**src/rtl/sy_ppl_spec_ras_if.sv**
```systemverilog
// Predictor-side bundle for the speculative return-address stack.
// CKPT_W gains the recursion-counter field when SY_RAS_RCNT_EN is defined.
interface sy_ppl_spec_ras_if #(
    parameter int DEPTH  = 8,
    parameter int AWTH   = 32,
    parameter int RCNT_W = 2
);
    localparam int PTR_W = $clog2(DEPTH);
    localparam int CNT_W = $clog2(DEPTH + 1);
`ifdef SY_RAS_RCNT_EN
    localparam int CKPT_W = CNT_W + PTR_W + AWTH + RCNT_W;
`else
    localparam int CKPT_W = CNT_W + PTR_W + AWTH;
`endif

    if ((DEPTH < 2) || ((DEPTH & (DEPTH - 1)) != 0) || (RCNT_W < 1)) begin : g_bad_cfg
        $error("sy_ppl_spec_ras_if: DEPTH must be a power of two >= 2 and RCNT_W >= 1");
    end

    logic              flush_i;
    logic              push_i;
    logic              pop_i;
    logic [AWTH-1:0]   data_i;
    logic              restore_i;
    logic [CKPT_W-1:0] restore_ckpt_i;
    logic              top_vld_o;
    logic [AWTH-1:0]   top_ra_o;
    logic [CKPT_W-1:0] ckpt_o;

    modport master (
        output flush_i, push_i, pop_i, data_i, restore_i, restore_ckpt_i,
        input  top_vld_o, top_ra_o, ckpt_o
    );

    modport slave (
        input  flush_i, push_i, pop_i, data_i, restore_i, restore_ckpt_i,
        output top_vld_o, top_ra_o, ckpt_o
    );
endinterface

```
**src/rtl/sy_ppl_spec_ras.sv**
```systemverilog
// Speculative return-address stack with checkpoint/restore; recursion counters under SY_RAS_RCNT_EN.
// Requests land on the next edge, outputs come only from registered state; no backpressure.
module sy_ppl_spec_ras #(
    parameter int DEPTH  = 8,
    parameter int AWTH   = 32,
    parameter int RCNT_W = 2
) (
    input  logic                  clk_i,
    input  logic                  rst_i,
    sy_ppl_spec_ras_if.slave      ras
);
    localparam int PTR_W = $clog2(DEPTH);
    localparam int CNT_W = $clog2(DEPTH + 1);
`ifdef SY_RAS_RCNT_EN
    localparam int RC_OFF = RCNT_W;
`else
    localparam int RC_OFF = 0;
`endif
    localparam int CKPT_W = CNT_W + PTR_W + AWTH + RC_OFF;

    if ((DEPTH < 2) || ((DEPTH & (DEPTH - 1)) != 0) || (RCNT_W < 1)) begin : g_bad_cfg
        $error("sy_ppl_spec_ras: DEPTH must be a power of two >= 2 and RCNT_W >= 1");
    end

    logic [AWTH-1:0]  r_ra [DEPTH];
    logic [PTR_W-1:0] r_ptr;
    logic [CNT_W-1:0] r_cnt;

    logic [PTR_W-1:0] w_ptr_nxt;
    logic [CNT_W-1:0] w_cnt_nxt;
    logic             w_wr_en;
    logic [PTR_W-1:0] w_wr_idx;
    logic [AWTH-1:0]  w_wr_ra;
    logic [AWTH-1:0]  w_top_ra;
    logic             w_nonempty;
    logic [PTR_W-1:0] w_ptr_inc;
    logic [PTR_W-1:0] w_ptr_dec;
    logic [CNT_W-1:0] w_ck_cnt;
    logic [PTR_W-1:0] w_ck_ptr;
    logic [AWTH-1:0]  w_ck_ra;

    assign w_top_ra   = r_ra[r_ptr];
    assign w_nonempty = (r_cnt != '0);
    assign w_ptr_inc  = r_ptr + 1'b1;
    assign w_ptr_dec  = r_ptr - 1'b1;

    assign w_ck_cnt = ras.restore_ckpt_i[CKPT_W-1 -: CNT_W];
    assign w_ck_ptr = ras.restore_ckpt_i[CKPT_W-CNT_W-1 -: PTR_W];
    assign w_ck_ra  = ras.restore_ckpt_i[RC_OFF+AWTH-1 -: AWTH];

`ifdef SY_RAS_RCNT_EN
    localparam logic [RCNT_W-1:0] RCNT_MAX = '1;

    logic [RCNT_W-1:0] r_rcnt [DEPTH];
    logic [RCNT_W-1:0] w_wr_rcnt;
    logic [RCNT_W-1:0] w_top_rcnt;
    logic [RCNT_W-1:0] w_ck_rcnt;

    assign w_top_rcnt = r_rcnt[r_ptr];
    assign w_ck_rcnt  = ras.restore_ckpt_i[RCNT_W-1:0];
    assign ras.ckpt_o = {r_cnt, r_ptr, w_top_ra, w_top_rcnt};
`else
    assign ras.ckpt_o = {r_cnt, r_ptr, w_top_ra};
`endif

    assign ras.top_vld_o = w_nonempty;
    assign ras.top_ra_o  = w_nonempty ? w_top_ra : '0;

    always_comb begin
        w_ptr_nxt = r_ptr;
        w_cnt_nxt = r_cnt;
        w_wr_en   = 1'b0;
        w_wr_idx  = r_ptr;
        w_wr_ra   = ras.data_i;
`ifdef SY_RAS_RCNT_EN
        w_wr_rcnt = '0;
`endif
        if (ras.restore_i) begin
            // Only the snapshotted top entry is repaired; deeper slots keep whatever is there.
            w_ptr_nxt = w_ck_ptr;
            w_cnt_nxt = w_ck_cnt;
            w_wr_en   = 1'b1;
            w_wr_idx  = w_ck_ptr;
            w_wr_ra   = w_ck_ra;
`ifdef SY_RAS_RCNT_EN
            w_wr_rcnt = w_ck_rcnt;
`endif
        end else if (ras.push_i && ras.pop_i) begin
            w_wr_en = 1'b1;
            if (!w_nonempty) begin
                w_cnt_nxt = CNT_W'(1);
            end
        end else if (ras.push_i) begin
`ifdef SY_RAS_RCNT_EN
            if (w_nonempty && (ras.data_i == w_top_ra) && (w_top_rcnt != RCNT_MAX)) begin
                w_wr_en   = 1'b1;
                w_wr_ra   = w_top_ra;
                w_wr_rcnt = w_top_rcnt + 1'b1;
            end else
`endif
            begin
                w_ptr_nxt = w_ptr_inc;
                w_wr_en   = 1'b1;
                w_wr_idx  = w_ptr_inc;
                if (r_cnt != CNT_W'(DEPTH)) begin
                    w_cnt_nxt = r_cnt + 1'b1;
                end
            end
        end else if (ras.pop_i && w_nonempty) begin
`ifdef SY_RAS_RCNT_EN
            if (w_top_rcnt != '0) begin
                w_wr_en   = 1'b1;
                w_wr_ra   = w_top_ra;
                w_wr_rcnt = w_top_rcnt - 1'b1;
            end else
`endif
            begin
                w_ptr_nxt = w_ptr_dec;
                w_cnt_nxt = r_cnt - 1'b1;
            end
        end
    end

    always_ff @(posedge clk_i) begin
        if (rst_i || ras.flush_i) begin
            r_ptr <= '0;
            r_cnt <= '0;
            for (int i = 0; i < DEPTH; i++) begin
                r_ra[i] <= '0;
`ifdef SY_RAS_RCNT_EN
                r_rcnt[i] <= '0;
`endif
            end
        end else begin
            r_ptr <= w_ptr_nxt;
            r_cnt <= w_cnt_nxt;
            if (w_wr_en) begin
                r_ra[w_wr_idx] <= w_wr_ra;
`ifdef SY_RAS_RCNT_EN
                r_rcnt[w_wr_idx] <= w_wr_rcnt;
`endif
            end
        end
    end
endmodule

```
**src/flat_wrapper.sv**
```systemverilog
// flat-port wrapper written by rule: the top's interface ports become plain ports
module sy_ppl_spec_ras_flat 
#(
    parameter int DEPTH  = 8,
    parameter int AWTH   = 32,
    parameter int RCNT_W = 2
)
  (clk_i, rst_i, ras_flush_i, ras_push_i, ras_pop_i, ras_data_i, ras_restore_i, ras_restore_ckpt_i, ras_top_vld_o, ras_top_ra_o, ras_ckpt_o);
  sy_ppl_spec_ras_if #(.DEPTH(DEPTH), .AWTH(AWTH), .RCNT_W(RCNT_W)) ras_i ();
  input  logic clk_i;
  input  logic rst_i;
  input wire logic [$bits(ras_i.flush_i)-1:0] ras_flush_i;
  input wire logic [$bits(ras_i.push_i)-1:0] ras_push_i;
  input wire logic [$bits(ras_i.pop_i)-1:0] ras_pop_i;
  input wire logic [$bits(ras_i.data_i)-1:0] ras_data_i;
  input wire logic [$bits(ras_i.restore_i)-1:0] ras_restore_i;
  input wire logic [$bits(ras_i.restore_ckpt_i)-1:0] ras_restore_ckpt_i;
  output wire logic [$bits(ras_i.top_vld_o)-1:0] ras_top_vld_o;
  output wire logic [$bits(ras_i.top_ra_o)-1:0] ras_top_ra_o;
  output wire logic [$bits(ras_i.ckpt_o)-1:0] ras_ckpt_o;
  assign ras_i.flush_i = ras_flush_i;
  assign ras_i.push_i = ras_push_i;
  assign ras_i.pop_i = ras_pop_i;
  assign ras_i.data_i = ras_data_i;
  assign ras_i.restore_i = ras_restore_i;
  assign ras_i.restore_ckpt_i = ras_restore_ckpt_i;
  assign ras_top_vld_o = ras_i.top_vld_o;
  assign ras_top_ra_o = ras_i.top_ra_o;
  assign ras_ckpt_o = ras_i.ckpt_o;
  sy_ppl_spec_ras #(.DEPTH(DEPTH), .AWTH(AWTH), .RCNT_W(RCNT_W)) u_core (.clk_i(clk_i), .rst_i(rst_i), .ras(ras_i));
endmodule
```
**config.mk**
```make
export PLATFORM = sky130hd
export DESIGN_NAME = sy_ppl_spec_ras_flat
export DESIGN_NICKNAME = d
export VERILOG_FILES = /design/src/rtl/sy_ppl_spec_ras_if.sv /design/src/rtl/sy_ppl_spec_ras.sv /design/src/flat_wrapper.sv
export SDC_FILE = /design/constraint.sdc
export NUM_CORES = 1
export LEC_CHECK = 0
export BUFFER_PORTS_ARGS = -buffer_cell sky130_fd_sc_hd__buf_2
export CAP_MARGIN = 20
export CORE_ASPECT_RATIO = 0.6
export CORE_MARGIN = 4
export CORE_UTILIZATION = 40
export DETAILED_ROUTE_END_ITERATION = 7
export GPL_TIMING_DRIVEN = 0
export PLACE_DENSITY = 0.62
export RECOVER_POWER = 25
export SYNTH_ARGS = -nofsm -noshare
export SYNTH_HDL_FRONTEND = slang
export SYNTH_SLANG_ARGS = --single-unit
```
**constraint.sdc**
```tcl
create_clock -name clk_i -period 3.85 [get_ports clk_i]
set_input_delay 0.77 -clock clk_i [delete_from_list [all_inputs] [get_ports clk_i]]
set_output_delay 0.77 -clock clk_i [all_outputs]
set_load 0.02 [all_outputs]
```
; Word level (Yosys, flattened, before mapping)
; Memory sizes are Yosys's and may differ from the RTL's. A register that Yosys moved wholly into a read port is not among the register bits.
; Index checks and enable logic that the tools add are counted.
[word_totals]
regBits = 7
mem_bits_rw = 256
in_bits = 77
out_inout_bits = 72
word_cells = 48
n_memories = 1
[memory_table]
columns = memory, words, word_bits, read_ports, rd_ports_with_merged_regs, wr, line_no
row1 = u_core.r_ra, 8, 32, 1, 1, 8, sy_ppl_spec_ras.sv:25  ; logic [AWTH-1:0] r_ra [DEPTH];
[classes]
addsub = 4
eq_ne = 4
n_mux = 28
reduce_logical = 9
[ops]
columns = operator, n
row1 = two-way mux 32 bit, 3
row2 = OR reduction 32 bit, 1
row3 = two-way mux 3 bit, 10
row4 = two-way mux 4 bit, 6
row5 = two-way mux 1 bit, 9
row6 = nonzero test 4 bit, 2
row7 = adder 4 x 1 -> 4 bit (second input constant), 1
row8 = != test 4 x 1 -> 1 bit (second input constant), 1
row9 = != test 4 bit (second input constant), 1
row10 = subtractor 4 x 1 -> 4 bit (second input constant), 1
row11 = adder 3 x 1 -> 3 bit (second input constant), 1
row12 = != test 3 bit (second input constant), 1
row13 = AND reduction 3 bit, 1
row14 = nonzero test 3 bit, 1
row15 = subtractor 3 x 1 -> 3 bit (second input constant), 1
row16 = logical AND 1 bit, 2
row17 = != test 2 bit (second input constant), 1
row18 = AND reduction 2 bit, 1
row19 = logical OR 1 bit, 1

; Depth between registers and ports, before layout
[logic_depth]
ltp_word = 8
depth_mapped = 8
ltp_nobuf = 7

; Worst setup path before layout
; No wires, ideal clock.
[synth_path]
path_type = input to register
startpoint = input ras_pop_i
endpoint = memory u_core.r_ra[2][0], enable pin
setup_time_ns = 0.389
arrival_time_ns = 2.616
t_required_ns = 3.461
path_slack_ns = 0.845
cell_stages = 7
n_path_buf = 2
cell_sequence = buf_6 -> and3b_1 -> a211oi_4 -> nor3_4 -> nand3_4 -> buf_6 -> nand2_1
[synth_lines]
columns = element, line_no
row1 = start: declaration, flat_wrapper.sv:14  ; input wire logic [$bits(ras_i.pop_i)-1:0] ras_pop_i;
row2 = end: declaration, sy_ppl_spec_ras.sv:25

==> summary.txt <==
Global routing
  – First-pass GRT wire length: 47,890 um
  – Total GRT Usage: 18.62%
  – Initial antenna violation count: 1
  – Vias in the first global route: 7,556
  – GRT Residual Overflow: 0
  – Largest net degree at the start of global routing: 23

Drt
  – ANT nets after route: 0
  – Pre-antenna DRT Iters: 5
  – Vias/cell: 5.256
  – Vias: 7,590
  – Final wirelength: 31,630 um
  – DRC: 0
  – 1st-iter DRT viols: 790
  – Routed len/inst: 21.90 um

Worst hold path
  – Min-delay src: ras_restore_ckpt_i[33]
  – Hold Crit Depth: 3
  – Hold Crit Endpoint: u_core.r_ptr[1]
  – Class of the worst hold path: primary input to flip-flop

Setup path
  – R2R cell count: 9
  – Worst reg-to-reg setup slack: 0.35 ns
  – Crit path capture type: output port
  – CP peak stage delay: 0.72 ns
  – Worst setup SP type: flip-flop
  – Worst r2r dst: u_core.r_ra[1][9]
  – WP data arrival: 2.89 ns
  – Max stage delay cell, worst path: buf_1
  – Worst path bufs/invs: 3
  – Crit Path Class: flip-flop to output port
  – CP Cell Sequence: clkbuf_2, buf_1, mux4_2, mux2_2, and2_1, buf_2
  – Required time of the critical path: 3.08 ns
  – Top delay family on crit path: buffers and inverters
  – Crit-path max FO: 10
  – Critical R2R Launch: u_core.r_ptr[1]

Synth
  – Ys Warns: 0
  – Seq cells post-synth: 266
  – Syn_nets: 916
  – Yosys cell types: 49
  – Cell count after synthesis: 834
  – Mapped Avg Cell Area: 14.83 um^2
  – Synth async-reset ratio: 0%
  – Sequential share of the synthesized area: 63.76%
  – Main synth FF type: edfxtp_1
  – Post-synth EDFFs: 256
  – Cell area after synthesis: 12,370 um^2

Place
  – HPWL after detailed placement: 21,530 um
  – RD Place Congestion: 0.8205
  – IO buf count: 148

CTS
  – Post-CTS Setup Bufs: 0
  – CTS H-tree lvls: 1
  – Hold-fix buffers at CTS: 0
  – Clk sink count: 266
  – Root buf cell: clkbuf_16
  – Clock slew at reported path FFs: 0.06 ns
  – Max Root-Sink Buffers: 3
  – CTS resizes: 0
  – CTS tree: yes
  – Number of buffers created by CTS: 25
  – Skew-Pair Late Insertion Delay: 0.54 ns

STA
  – Crit path time final: 3.662 ns
  – RSZ-0062 raised after global routing: false
  – Clock skew: 0.01689 ns
  – Final setup fails: 0
  – Worst Tran Pin Value: 1.169 ns
  – Max Slew Vio Count: 0
  – Hold Vio Cnt, Final: 0
  – Min Hold Slack: 0.5319 ns
  – Fmax: 273.1 MHz
  – Setup Total Neg Slack: 0 ns
  – Slew HR: 22.09%
  – Crit share post-route: 95.12%

Layout
  – Area grow syn2layout: 16.97%
  – Ant diodes: 0
  – Share of cells above drive strength 1: 31.66%
  – NumNets Final: 1,099

Die
  – # rows: 49
  – Core Area: 30,230 um^2
  – Die width: 235.0 um
  – I/O Pins: 149
  – Initial core utilization: 40.93%
  – Die footprint: 33,900 um^2
  – Die Ht: 144.2 um

Run
  – Maxcap violations: 0

Power and ir drop
  – Worst vdd ir: 356.9 uV
  – P per Cell Area: 464.7 nW/um^2
  – Leakage: 0.005660 uW

Status
  – Outcome: completed
[cells in the mapped netlist, types with 5 or more instances]
cell      instances  area (um^2)
edfxtp_1        256         7687
buf_1             9        33.78
nand3_4           8        140.1
dfxtp_1          10        200.2
and2_1           33        206.5
xnor2_1           5        43.79
clkbuf_1          7        26.28
o21ai_0           5        25.02
mux2i_1          35        350.3
nand2_1          15        56.30
nor2_1          255        957.2
inv_1             9        33.78
mux2_2           32        360.4
nor2_2            6        37.54
buf_6            25        281.5
buf_4             8        60.06
mux4_2           64         1441
[cell usage in the layout (no fill, tap or decap), types with 13 or more instances in the layout]
cell       Yosys  final
nor2_1       255    255
buf_6         25     13
clkbuf_16      0     25
mux2i_1       35     35
mux4_2        64     64
and2_1        33     33
mux2_2        32     32
clkbuf_1       7     38
edfxtp_1     256    256
buf_2          4    139
[state kept, by name, indices dropped and copies added, names as in the netlist, named ones only]
name / cells
u_core.r_cnt: 4
u_core.r_ptr: 3
u_core.r_ra: 256
[layer usage]
metal	part of all wire (%)	global-route usage, %
met5	0	0
met4	1.1	2.516
met3	8.4	4.250
met2	45	28.48
met1	46	28.19
[metrics by stage]
step / area [um^2] / util (%) / worst slack, ns / std cells / power [uW]
after global placement: 13620 / 45.07 / -0.2713 / 1390 / 4197
final: 14470 / 47.87 / 0.1877 / 1444 / 6724
after floorplan: 12370 / - / 0.8448 / 834 / 3908
after global routing: 14470 / 47.87 / 0.08014 / 1444 / 6958
after CTS: 14670 / 48.53 / 0.1676 / 1444 / 6782
after detailed placement: 13820 / 45.74 / 0.5392 / 1398 / 4225
[worst register-to-register path: stages (launching register included)]
cell and delay (ns):
dfxtp_1 0.48, inv_1 0.08, ha_1 0.32, and3b_1 0.21
a211oi_4 0.29, o21ba_4 0.19, nand3_1 0.37, clkbuf_1 0.50
nand2_2 0.45, buf_12 0.27
[worst max path at each step]
stage,from,to,cells past startpoint
2_1_floorplan,ras_pop_i,u_core.r_ra[2][0],7
3_3_place_gp,ras_push_i,u_core.r_ra[1][11],8
3_5_place_dp,ras_push_i,u_core.r_ra[2][19],9
4_1_cts,flip-flop,ras_top_ra_o[21],6
5_1_grt,flip-flop,ras_top_ra_o[21],6
6_report,flip-flop,ras_top_ra_o[1],6
[cell type report]
class / instances / area [um^2]
fill: 2661 / 15760
inverter: 9 / 33.78
sequential: 266 / 7888
multi-input combinational: 505 / 3954
clock buffer: 31 / 668.1
timing repair buffer: 156 / 912.1
tap: 408 / 510.5
clock inverter: 15 / 176.4
buffer: 54 / 327.8
[kinds of logic after synthesis]
group,after synthesis,synth area share [%]
adder cells (fa/ha/maj),5,0.5664
AO/OA/AOI/OAI,27,1.720
buffers and inverters,63,3.722
XOR/XNOR,6,0.4248
AND/OR/NAND/NOR,336,12.41
multiplexers,131,17.40
flip-flops,266,63.76
[power by group]
group	total, uW	switching [uW]	leakage, uW	internal (uW)
logic	781	489	0.00230	292
registers	3360	42.6	0.00294	3310
clock network	2590	1080	0.000414	1500
total	6720	1620	0.00566	5110
No activity file was read; power rests on OpenSTA's default activity.
